==> src/rtl/multi_div_array.sv <==
// N-channel array of iterative restoring dividers, each fed by its own instruction FIFO.
// Latency: pop to res_valid is DW+1 enabled edges (1 edge for a zero divisor); push visible the next cycle.
// Backpressure: a push to a full FIFO is dropped and flagged in sticky ovf; core_en=0 freezes a core.
// Optional feature: define MULTI_DIV_RR_EN for round-robin push routing (chan field ignored).

// Generic synchronous FIFO; the caller guarantees no push when full (unless popping) and no pop when empty.
module mdiv_fifo #(
  parameter int WIDTH = 16,
  parameter int DEPTH = 8
) (
  input  logic                     clk,
  input  logic                     rst,
  input  logic                     push,
  input  logic                     pop,
  input  logic [WIDTH-1:0]         din,
  output logic [WIDTH-1:0]         dout,
  output logic [$clog2(DEPTH):0]   count,
  output logic                     empty,
  output logic                     full
);
  localparam int AW = $clog2(DEPTH);

  logic [WIDTH-1:0] mem [DEPTH];
  logic [AW-1:0]    wptr;
  logic [AW-1:0]    rptr;

  // Storage array, written at the write pointer.
  always_ff @(posedge clk) begin
    if (push) mem[wptr] <= din;
  end

  // Pointers wrap naturally at DEPTH; count is unchanged on simultaneous push and pop.
  always_ff @(posedge clk or posedge rst) begin
    if (rst) begin
      wptr  <= '0;
      rptr  <= '0;
      count <= '0;
    end else begin
      if (push) wptr <= wptr + 1'b1;
      if (pop)  rptr <= rptr + 1'b1;
      if (push && !pop)      count <= count + 1'b1;
      else if (!push && pop) count <= count - 1'b1;
    end
  end

  assign dout  = mem[rptr];
  assign empty = (count == '0);
  assign full  = (count == (AW+1)'(DEPTH));
endmodule

module multi_div_array #(
  parameter int NCH   = 4,
  parameter int DW    = 8,
  parameter int DEPTH = 8,
  localparam int CW   = $clog2(NCH),
  localparam int AW   = $clog2(DEPTH),
  localparam int IW   = CW + 2*DW
) (
  input  logic                    clk,
  input  logic                    rst,
  input  logic [IW-1:0]           instruction,
  input  logic                    wr_en,
  input  logic                    rd_en,
  input  logic [NCH-1:0]          core_en,
  output logic [NCH*(AW+1)-1:0]   fifo_count,
  output logic [NCH-1:0]          data_empty,
  output logic [NCH-1:0]          data_full,
  output logic [NCH-1:0]          ovf,
  output logic [NCH*DW-1:0]       quot,
  output logic [NCH*DW-1:0]       rem,
  output logic [NCH-1:0]          res_valid,
  output logic [NCH-1:0]          div_zero
);
  localparam int SW = $clog2(DW+1);

  typedef enum logic [1:0] {IDLE, BUSY, DONE} st_t;

  logic [NCH-1:0] push;
  logic [NCH-1:0] pop;
  logic [NCH-1:0] ovf_set;

`ifdef MULTI_DIV_RR_EN
  logic [CW-1:0] rr_ptr;
  logic [CW-1:0] rr_tgt;
  logic [CW-1:0] rr_idx;
  logic          rr_hit;

  // Pick the first channel at or after the pointer that can accept a word this cycle.
  always_comb begin
    rr_tgt  = rr_ptr;
    rr_idx  = rr_ptr;
    rr_hit  = 1'b0;
    push    = '0;
    ovf_set = '0;
    for (int i = 0; i < NCH; i++) begin
      rr_idx = rr_ptr + CW'(i);
      if (!rr_hit && (!data_full[rr_idx] || pop[rr_idx])) begin
        rr_hit = 1'b1;
        rr_tgt = rr_idx;
      end
    end
    if (wr_en) begin
      if (rr_hit) push[rr_tgt]    = 1'b1;
      else        ovf_set[rr_ptr] = 1'b1;
    end
  end

  // Pointer moves past the channel that took the last accepted push.
  always_ff @(posedge clk or posedge rst) begin
    if (rst)                  rr_ptr <= '0;
    else if (wr_en && rr_hit) rr_ptr <= rr_tgt + 1'b1;
  end
`else
  logic [CW-1:0] chan;
  assign chan = instruction[IW-1 -: CW];

  // Route by the chan field; a full FIFO accepts only if it pops in the same cycle.
  always_comb begin
    push    = '0;
    ovf_set = '0;
    if (wr_en) begin
      if (!data_full[chan] || pop[chan]) push[chan]    = 1'b1;
      else                               ovf_set[chan] = 1'b1;
    end
  end
`endif

  // Sticky overflow flags.
  always_ff @(posedge clk or posedge rst) begin
    if (rst) ovf <= '0;
    else     ovf <= ovf | ovf_set;
  end

  genvar g;
  generate
    for (g = 0; g < NCH; g++) begin : g_ch
      st_t             state;
      st_t             state_nx;
      logic [2*DW-1:0] head;
      logic [DW:0]     prem;
      logic [DW-1:0]   qacc;
      logic [DW-1:0]   dvs;
      logic [SW-1:0]   step;
      logic [DW:0]     sh;
      logic            ge;
      logic            do_step;
      logic            finish;
      logic            leave_done;
      logic [DW-1:0]   q_r;
      logic [DW-1:0]   r_r;
      logic            rv_r;
      logic            dz_r;

      mdiv_fifo #(.WIDTH(2*DW), .DEPTH(DEPTH)) u_fifo (
        .clk   (clk),
        .rst   (rst),
        .push  (push[g]),
        .pop   (pop[g]),
        .din   (instruction[2*DW-1:0]),
        .dout  (head),
        .count (fifo_count[g*(AW+1) +: AW+1]),
        .empty (data_empty[g]),
        .full  (data_full[g])
      );

      // A core takes a new word when idle, or on the edge that leaves DONE.
      assign pop[g] = core_en[g] && rd_en && !data_empty[g] && (state == IDLE || state == DONE);

      // Core state register.
      always_ff @(posedge clk or posedge rst) begin
        if (rst) state <= IDLE;
        else     state <= state_nx;
      end

      // Next state; a disabled core holds its state.
      always_comb begin
        state_nx = state;
        if (core_en[g]) begin
          case (state)
            IDLE:    if (pop[g]) state_nx = BUSY;
            BUSY:    if (dvs == '0 || step == SW'(DW)) state_nx = DONE;
            DONE:    state_nx = pop[g] ? BUSY : IDLE;
            default: state_nx = IDLE;
          endcase
        end
      end

      // Per-state control strobes.
      always_comb begin
        do_step    = 1'b0;
        finish     = 1'b0;
        leave_done = 1'b0;
        if (core_en[g]) begin
          case (state)
            BUSY: begin
              if (dvs == '0 || step == SW'(DW)) finish  = 1'b1;
              else                              do_step = 1'b1;
            end
            DONE:    leave_done = 1'b1;
            default: ;
          endcase
        end
      end

      // One restoring step: shift the next dividend bit into the partial remainder and try to subtract.
      assign sh = {prem[DW-1:0], qacc[DW-1]};
      assign ge = (sh >= {1'b0, dvs});

      // Working registers; qacc starts as the dividend and fills with quotient bits MSB-first.
      always_ff @(posedge clk or posedge rst) begin
        if (rst) begin
          prem <= '0;
          qacc <= '0;
          dvs  <= '0;
          step <= '0;
        end else if (pop[g]) begin
          qacc <= head[2*DW-1:DW];
          dvs  <= head[DW-1:0];
          prem <= '0;
          step <= '0;
        end else if (do_step) begin
          prem <= ge ? (sh - {1'b0, dvs}) : sh;
          qacc <= {qacc[DW-2:0], ge};
          step <= step + 1'b1;
        end
      end

      // Result registers; quot/rem/div_zero hold until the next result.
      always_ff @(posedge clk or posedge rst) begin
        if (rst) begin
          q_r  <= '0;
          r_r  <= '0;
          rv_r <= 1'b0;
          dz_r <= 1'b0;
        end else if (finish) begin
          rv_r <= 1'b1;
          if (dvs == '0) begin
            q_r  <= '1;
            r_r  <= qacc;
            dz_r <= 1'b1;
          end else begin
            q_r  <= qacc;
            r_r  <= prem[DW-1:0];
            dz_r <= 1'b0;
          end
        end else if (leave_done) begin
          rv_r <= 1'b0;
        end
      end

      assign quot[g*DW +: DW] = q_r;
      assign rem[g*DW +: DW]  = r_r;
      assign res_valid[g]     = rv_r;
      assign div_zero[g]      = dz_r;
    end
  endgenerate
endmodule

==> config.mk <==
export PLATFORM = sky130hd
export DESIGN_NAME = multi_div_array
export DESIGN_NICKNAME = d
export VERILOG_FILES = /design/src/rtl/multi_div_array.sv
export SDC_FILE = /design/constraint.sdc
export NUM_CORES = 1
export LEC_CHECK = 0
export CAP_MARGIN = 20
export CELL_PAD_IN_SITES_DETAIL_PLACEMENT = 0
export CELL_PAD_IN_SITES_GLOBAL_PLACEMENT = 1
export CORE_MARGIN = 3
export CORE_UTILIZATION = 40
export DETAILED_ROUTE_END_ITERATION = 8
export PLACE_DENSITY_LB_ADDON = 0.3
export RECOVER_POWER = 100
export SLEW_MARGIN = 25
export SYNTH_ARGS = -nofsm -noshare
export SYNTH_HDL_FRONTEND = slang
export SYNTH_HIERARCHICAL = 1
export SYNTH_SLANG_ARGS = --single-unit
==> constraint.sdc <==
create_clock -name clk -period 14.65 [get_ports clk]
set_clock_uncertainty 0.1 [all_clocks]
set_input_delay 2.93 -clock clk [delete_from_list [all_inputs] [get_ports clk]]
set_output_delay 2.93 -clock clk [all_outputs]
set_load 0.03 [all_outputs]
Word-level counts from Yosys, hierarchy flattened. Memory sizes are Yosys's and may differ from the RTL's. Index checks and enable logic that the tools add are counted.

Bits in registers: 236. RAM bits: 512. Output and inout bits: 100. Logic and storage cells: 301. Memories: 4.

Memory list: g_ch[0].u_fifo.mem (words 8, bits a word 16, rd ports 1, clocked after Yosys merged registers in 0, write ports 1, line 23) `logic [WIDTH-1:0] mem [DEPTH];`; g_ch[1].u_fifo.mem (words 8, bits a word 16, rd ports 1, clocked after Yosys merged registers in 0, write ports 1, line 23); g_ch[2].u_fifo.mem (words 8, bits a word 16, rd ports 1, clocked after Yosys merged registers in 0, write ports 1, line 23); g_ch[3].u_fifo.mem (words 8, bits a word 16, rd ports 1, clocked after Yosys merged registers in 0, write ports 1, line 23).

Add/subtract/negate cells: 24. $lt $le $gt $ge: 6. Equality and inequality tests: 24. Mux-type cells: 122. Bitwise logic cells: 1. Reductions and logical operators: 71.

Operators with widths (number): 8-bit two-way mux (28); 4-bit two-way mux (20); 1-bit two-way mux (59); 9-bit by 8-bit greater-or-equal comparator with 1-bit output (4); 4-bit by 1-bit adder with 4-bit output (second input constant) (8); 4-bit == test (second input constant) (8); 8-bit logical NOT (4); 8-bit subtractor (4); 3-bit by 1-bit adder with 3-bit output (second input constant) (8); 2-bit one-hot mux with 3 select lines (4); 2-bit nonzero test (12); 1-bit logical AND (21); 4-bit logical NOT (4); 2-bit two-way mux (8); 4-bit by 1-bit subtractor with 4-bit output (second input constant) (4); 1-bit logical NOT (13); 3-bit AND reduction (4); 1-bit logical OR (9); 2-bit by 1-bit == test with 1-bit output (second input constant) (4); 2-bit == test (second input constant) (4); 2-bit logical NOT (4); 2-bit by 1-bit inequality test with 1-bit output (second input constant) (4); 2-bit inequality test (second input constant) (4); 1-bit binary-select mux with 2-bit select (2); other kinds (4) (4).

Depth between registers and ports, before layout.
Depth after elaboration: 13. Gate-level depth with buffers: 11.

Hierarchy. The synthesis kept the hierarchy.

Modules (own cells, without submodules): mdiv_fifo at g_ch[0].u_fifo ... (instances 3, cells an instance 247, area each 5522.8 um2); multi_div_array (instances 1, cells an instance 1136, area each 10336.2 um2); mdiv_fifo at g_ch[1].u_fifo (instances 1, cells an instance 247, area each 5521.5 um2).

Worst setup path before layout. No wires, ideal clock.

Path kind: input to register. From: input port core_en[2]. To: memory g_ch[2].u_fifo.mem[1][0] (enable). Arrival: 5.592 ns. Required time: 14.141 ns. Slack: 8.549 ns. Cell stages on the path: 6. Cell sequence: nor2b_1 -> nand3b_1 -> and2_1 -> nor4b_1 -> nand2_1 -> nor3_1.

Cells in the longest elaborated chain, start to end: 10.

Ends and longest elaborated chain: start: declaration (line 64) `input logic [NCH-1:0] core_en,`; 1-bit logical AND (3 in a row) (line 167) `assign pop[g] = core_en[g] && rd_en && !data_empty[g] && (state == IDLE || state == DONE);`; 1-bit binary-select mux with 2-bit select (line 122) `if (!data_full[chan] || pop[chan]) push[chan] = 1'b1;`; 1-bit two-way mux (not written as such) (line 122); 1-bit logical OR (line 122); 4-bit two-way mux (line 122); 4-bit two-way mux (line 121) `if (wr_en) begin`; named net push[2] (line 78) `logic [NCH-1:0] push;`; 1-bit two-way mux (line 29) `if (push) mem[wptr] <= din;`; 1-bit two-way mux (not written as such) (line 29); end: declaration (line 23).

The timed path passes the listed nets, and every way through them passes these cells. The select of a mux whose other input is x is not followed.

Worst setup path after layout.
From: input port rd_en. To: memory g_ch[2].u_fifo.mem[0][2] (enable).

Cells in the longest elaborated chain, start to end: 10. Elaborated cells between the ends (all ways): 19.

Ends and longest elaborated chain: start: declaration (line 63) `input logic rd_en,`; 1-bit logical AND (3 in a row) (line 167); 1-bit binary-select mux with 2-bit select * (line 122); 1-bit two-way mux (not written as such) * (line 122); 1-bit logical OR * (line 122); 4-bit two-way mux * (line 122); 4-bit two-way mux * (line 121); named net push[2] (line 78); 1-bit two-way mux * (line 29); 1-bit two-way mux (not written as such) * (line 29).

Mark *: on every way through the listed nets, which the timed path passes. The rest lies on a longest branch. The select of a mux whose other input is x is not followed.

==> qor.yml <==
outcome: "complete, but fails checks"
clock_insertion_delay_worst_skew_ns: 0.63
cp-start-kind: "primary input"
syn_inst: 2124
ys_ff_latch: 748
met2_length_mm: 34.7
yosysMostFrequentCell: "edfxtp_1"
grt_first_pass_wirelength_mm: 116
worstMarginPinSlew_ns: 6.19
routed_wl_mm: 74.4
hpwl_mm: 47.3
synthArstFlopShare_pct: 31.6
syn_area_um2: 32400
cts.sinks: 748
power.density_nw_per_um2: 209
track_usage_pct: 17.6
leakage_nw: 13.8
port-buffer-count: 125
num-nets-final: 2388
period_minus_slack_ns: 8.33
dieHeight_um: 291
timing.fmax_mhz: 120
drive_gt1_share_pct: 10.9
final_core_util_pct: 46.8
dieArea_um2: 84500
arrival_ns: 8.41
synthMuxAreaShare_pct: 13.7
grt.overflow.total: 0
finalSetupTns_ns: 0
hold_violations: 0
yosysUniqueCellTypes: 76
postCtsSetupBuffers: 0
clock-root-buffer: "clkbuf_16"
fillers: 6906
worst_ep_required_time_ns: 14.73
route.detailed.drc: 0
wl_met3_mm: 4.23
vias: 18700
slew_headroom_pct: -315
dr.first_iter.drc_count: 1228
slew_viol_final: 711
ir_drop_mv: 0.134
area_growth_pct: 15.1
antenna_found_initial: 4
vias_per_cell: 5.47
seqCellArea_um2: 21300
clock_path_buffers: 3
drt-met1-wl_mm: 33.9
synth_top_flop_cell: "edfxtp_1"
avgSynthCellArea_um2: 15.3
cts_tree: "done"
die_x_um: 291
synth_nets: 2218
numCtsBuffers: 78
core_um2: 79600
critical_path_class: "primary input to flop"
post_cts_resized: 0
synth_top_family_by_area: "multiplexers"
dr.pass1.iters: 5
hold_class: "flop to flop"
top_layer_used: "met5"
initial_core_util_pct: 40.7
drv_cap: 20
min_period_over_period_pct: 56.9
synth_fa_ha_area_share_pct: 2.81
synth_edf_count: 512
ys_seq_area_share_pct: 65.6
wl_per_cell_um: 21.8
yosys_warnings: 6
io_pins: 126
cts_max_level: 3
cts_hold_buf: 0
synth_compound_area_share_pct: 6.42
synth.area.top_cells: "edfxtp_1 47%, dfrtp_1 18%, mux4_1 8.1%"
grt_setup_unrepaired: "false"
synthSimpleGateAreaFrac_pct: 7.44
antenna_left: 0
setup_viol_count_final: 0
violations: "capacitance limit, slew limit"
path_clk_slew_ns: 0.06
grt_pass1_vias: 19100
multiInputGateArea_um2: 10300
rows: 103
cp_max_fo: 18
grt_max_degree: 130
yosys.area.top_type: "edfxtp_1"
synth_xor_area_share_pct: 1.22
synth_top_area_share_pct: 47.4
place_congestion: 0.827
endpoint_kind: "flop"
ys_top_cells_by_count: "512 x edfxtp_1, 236 x dfrtp_1, 174 x nor2_1"
[metrics by stage]
stage	area [µm²]	instances	hold WS [ns]	setup slack (ns)	power, mW
6_report	37300	3411	0.370	6.32	7.80
3_5_place_dp	35000	3264	0.368	7.46	5.95
3_3_place_gp	35000	3263	0.361	7.43	5.89
4_1_cts	37600	3410	0.381	8.12	7.94
5_1_grt	37300	3410	0.387	5.67	8.27
2_1_floorplan	32400	2124	0.346	6.28	5.03
[cell families (layout without fill, tap and decap cells)]
| logic type | after synthesis | after routing |
|---|---|---|
| and+or+nand+nor | 519 | 519 |
| AOI/OAI and AO/OA | 323 | 323 |
| adders and majority gates | 68 | 68 |
| DFF | 748 | 748 |
| muxes | 237 | 237 |
| other | 0 | 1 |
| xor gates and xnor gates | 45 | 45 |
| buffers and inverters | 184 | 420 |
[cells in the final DEF (no fill, tap or decap), drive strengths merged, types with 7 or more instances in the layout]
| master | count |
|---|---|
| nand2b | 19 |
| nor2 | 176 |
| xnor2 | 24 |
| a21oi | 106 |
| mux4 | 128 |
| mux2 | 80 |
| nand3 | 52 |
| clkbuf | 154 |
| xor2 | 21 |
| o31ai | 10 |
| nand3b | 17 |
| edfxtp | 512 |
| nor2b | 11 |
| fa | 8 |
| a22oi | 19 |
| dlygate4sd3 | 119 |
| nor4 | 12 |
| buf | 19 |
| o311ai | 15 |
| o211ai | 16 |
| a21o | 14 |
| a31oi | 20 |
| inv | 80 |
| dfrtp | 236 |
| o21ai | 64 |
| a211oi | 12 |
| nand2 | 151 |
| nand4 | 8 |
| nor3b | 7 |
| nor3 | 26 |
| mux2i | 29 |
| clkinv | 32 |
| ha | 60 |
[power by group]
group          leakage (nW)  switching, mW  internal (mW)
Clock                  1.24          0.825           1.14
Sequential             7.53          0.347           2.64
Combinational          5.02           1.62           1.23
Total                  13.8           2.79           5.01
[sequential cells by signal, summed over array words and instances, names as in the netlist, 16 cells and up]
name,flops
g_ch.r_r,32
g_ch.q_r,32
g_ch.step,16
g_ch.dvs,32
g_ch.qacc,32
g_ch.prem,32
g_ch.u_fifo/count,16
g_ch.u_fifo/mem,512
[cell type report]
| class | count | share of cell area [%] |
|---|---|---|
| clock buffer | 102 | 5.69 |
| multi-input combinational | 1192 | 27.6 |
| inverter | 79 | 0.798 |
| antenna | 1 | 0.00671 |
| sequential | 748 | 57.0 |
| clock inverter | 44 | 1.15 |
| timing repair buffer | 195 | 4.23 |
| tap | 1050 | 3.52 |
[critical path, cell delays in order]
cell and delay [ns]:
dlygate4sd3_1 1.10, nand3b_1 0.16, clkbuf_1 0.50, and2_0 0.37
nor4b_1 0.95, nand2b_1 0.27, nor3_1 2.10
[final timing paths]
| kind | to | slack [ns] | startpoint | cells after the start |
|---|---|---|---|---|
| setup / recovery | g_ch[2].u_fifo/mem[0][2] | 6.32 | rd_en | 7 |
| setup reg to reg | g_ch[2].u_fifo/mem[0][2] | 9.06 | g_ch[2].u_fifo/count[0] | 7 |
| max in group asynchronous | g_ch[2].qacc[5] | 6.66 | rst | 3 |
| min in group asynchronous | g_ch[3].u_fifo/wptr[1] | 2.97 | rst | 2 |
| hold reg to reg | g_ch[3].rv_r | 0.37 | g_ch[3].rv_r | 1 |
| hold / removal | g_ch[3].rv_r | 0.37 | g_ch[3].rv_r | 1 |
[routing by layer]
metal	track usage (%)	up-vias
met2	27.6	467
met1	25.1	9574
li1	-	8526
met5	0	-
met3	3.89	96
met4	4.29	4
Power figures use the tool's default switching activity.
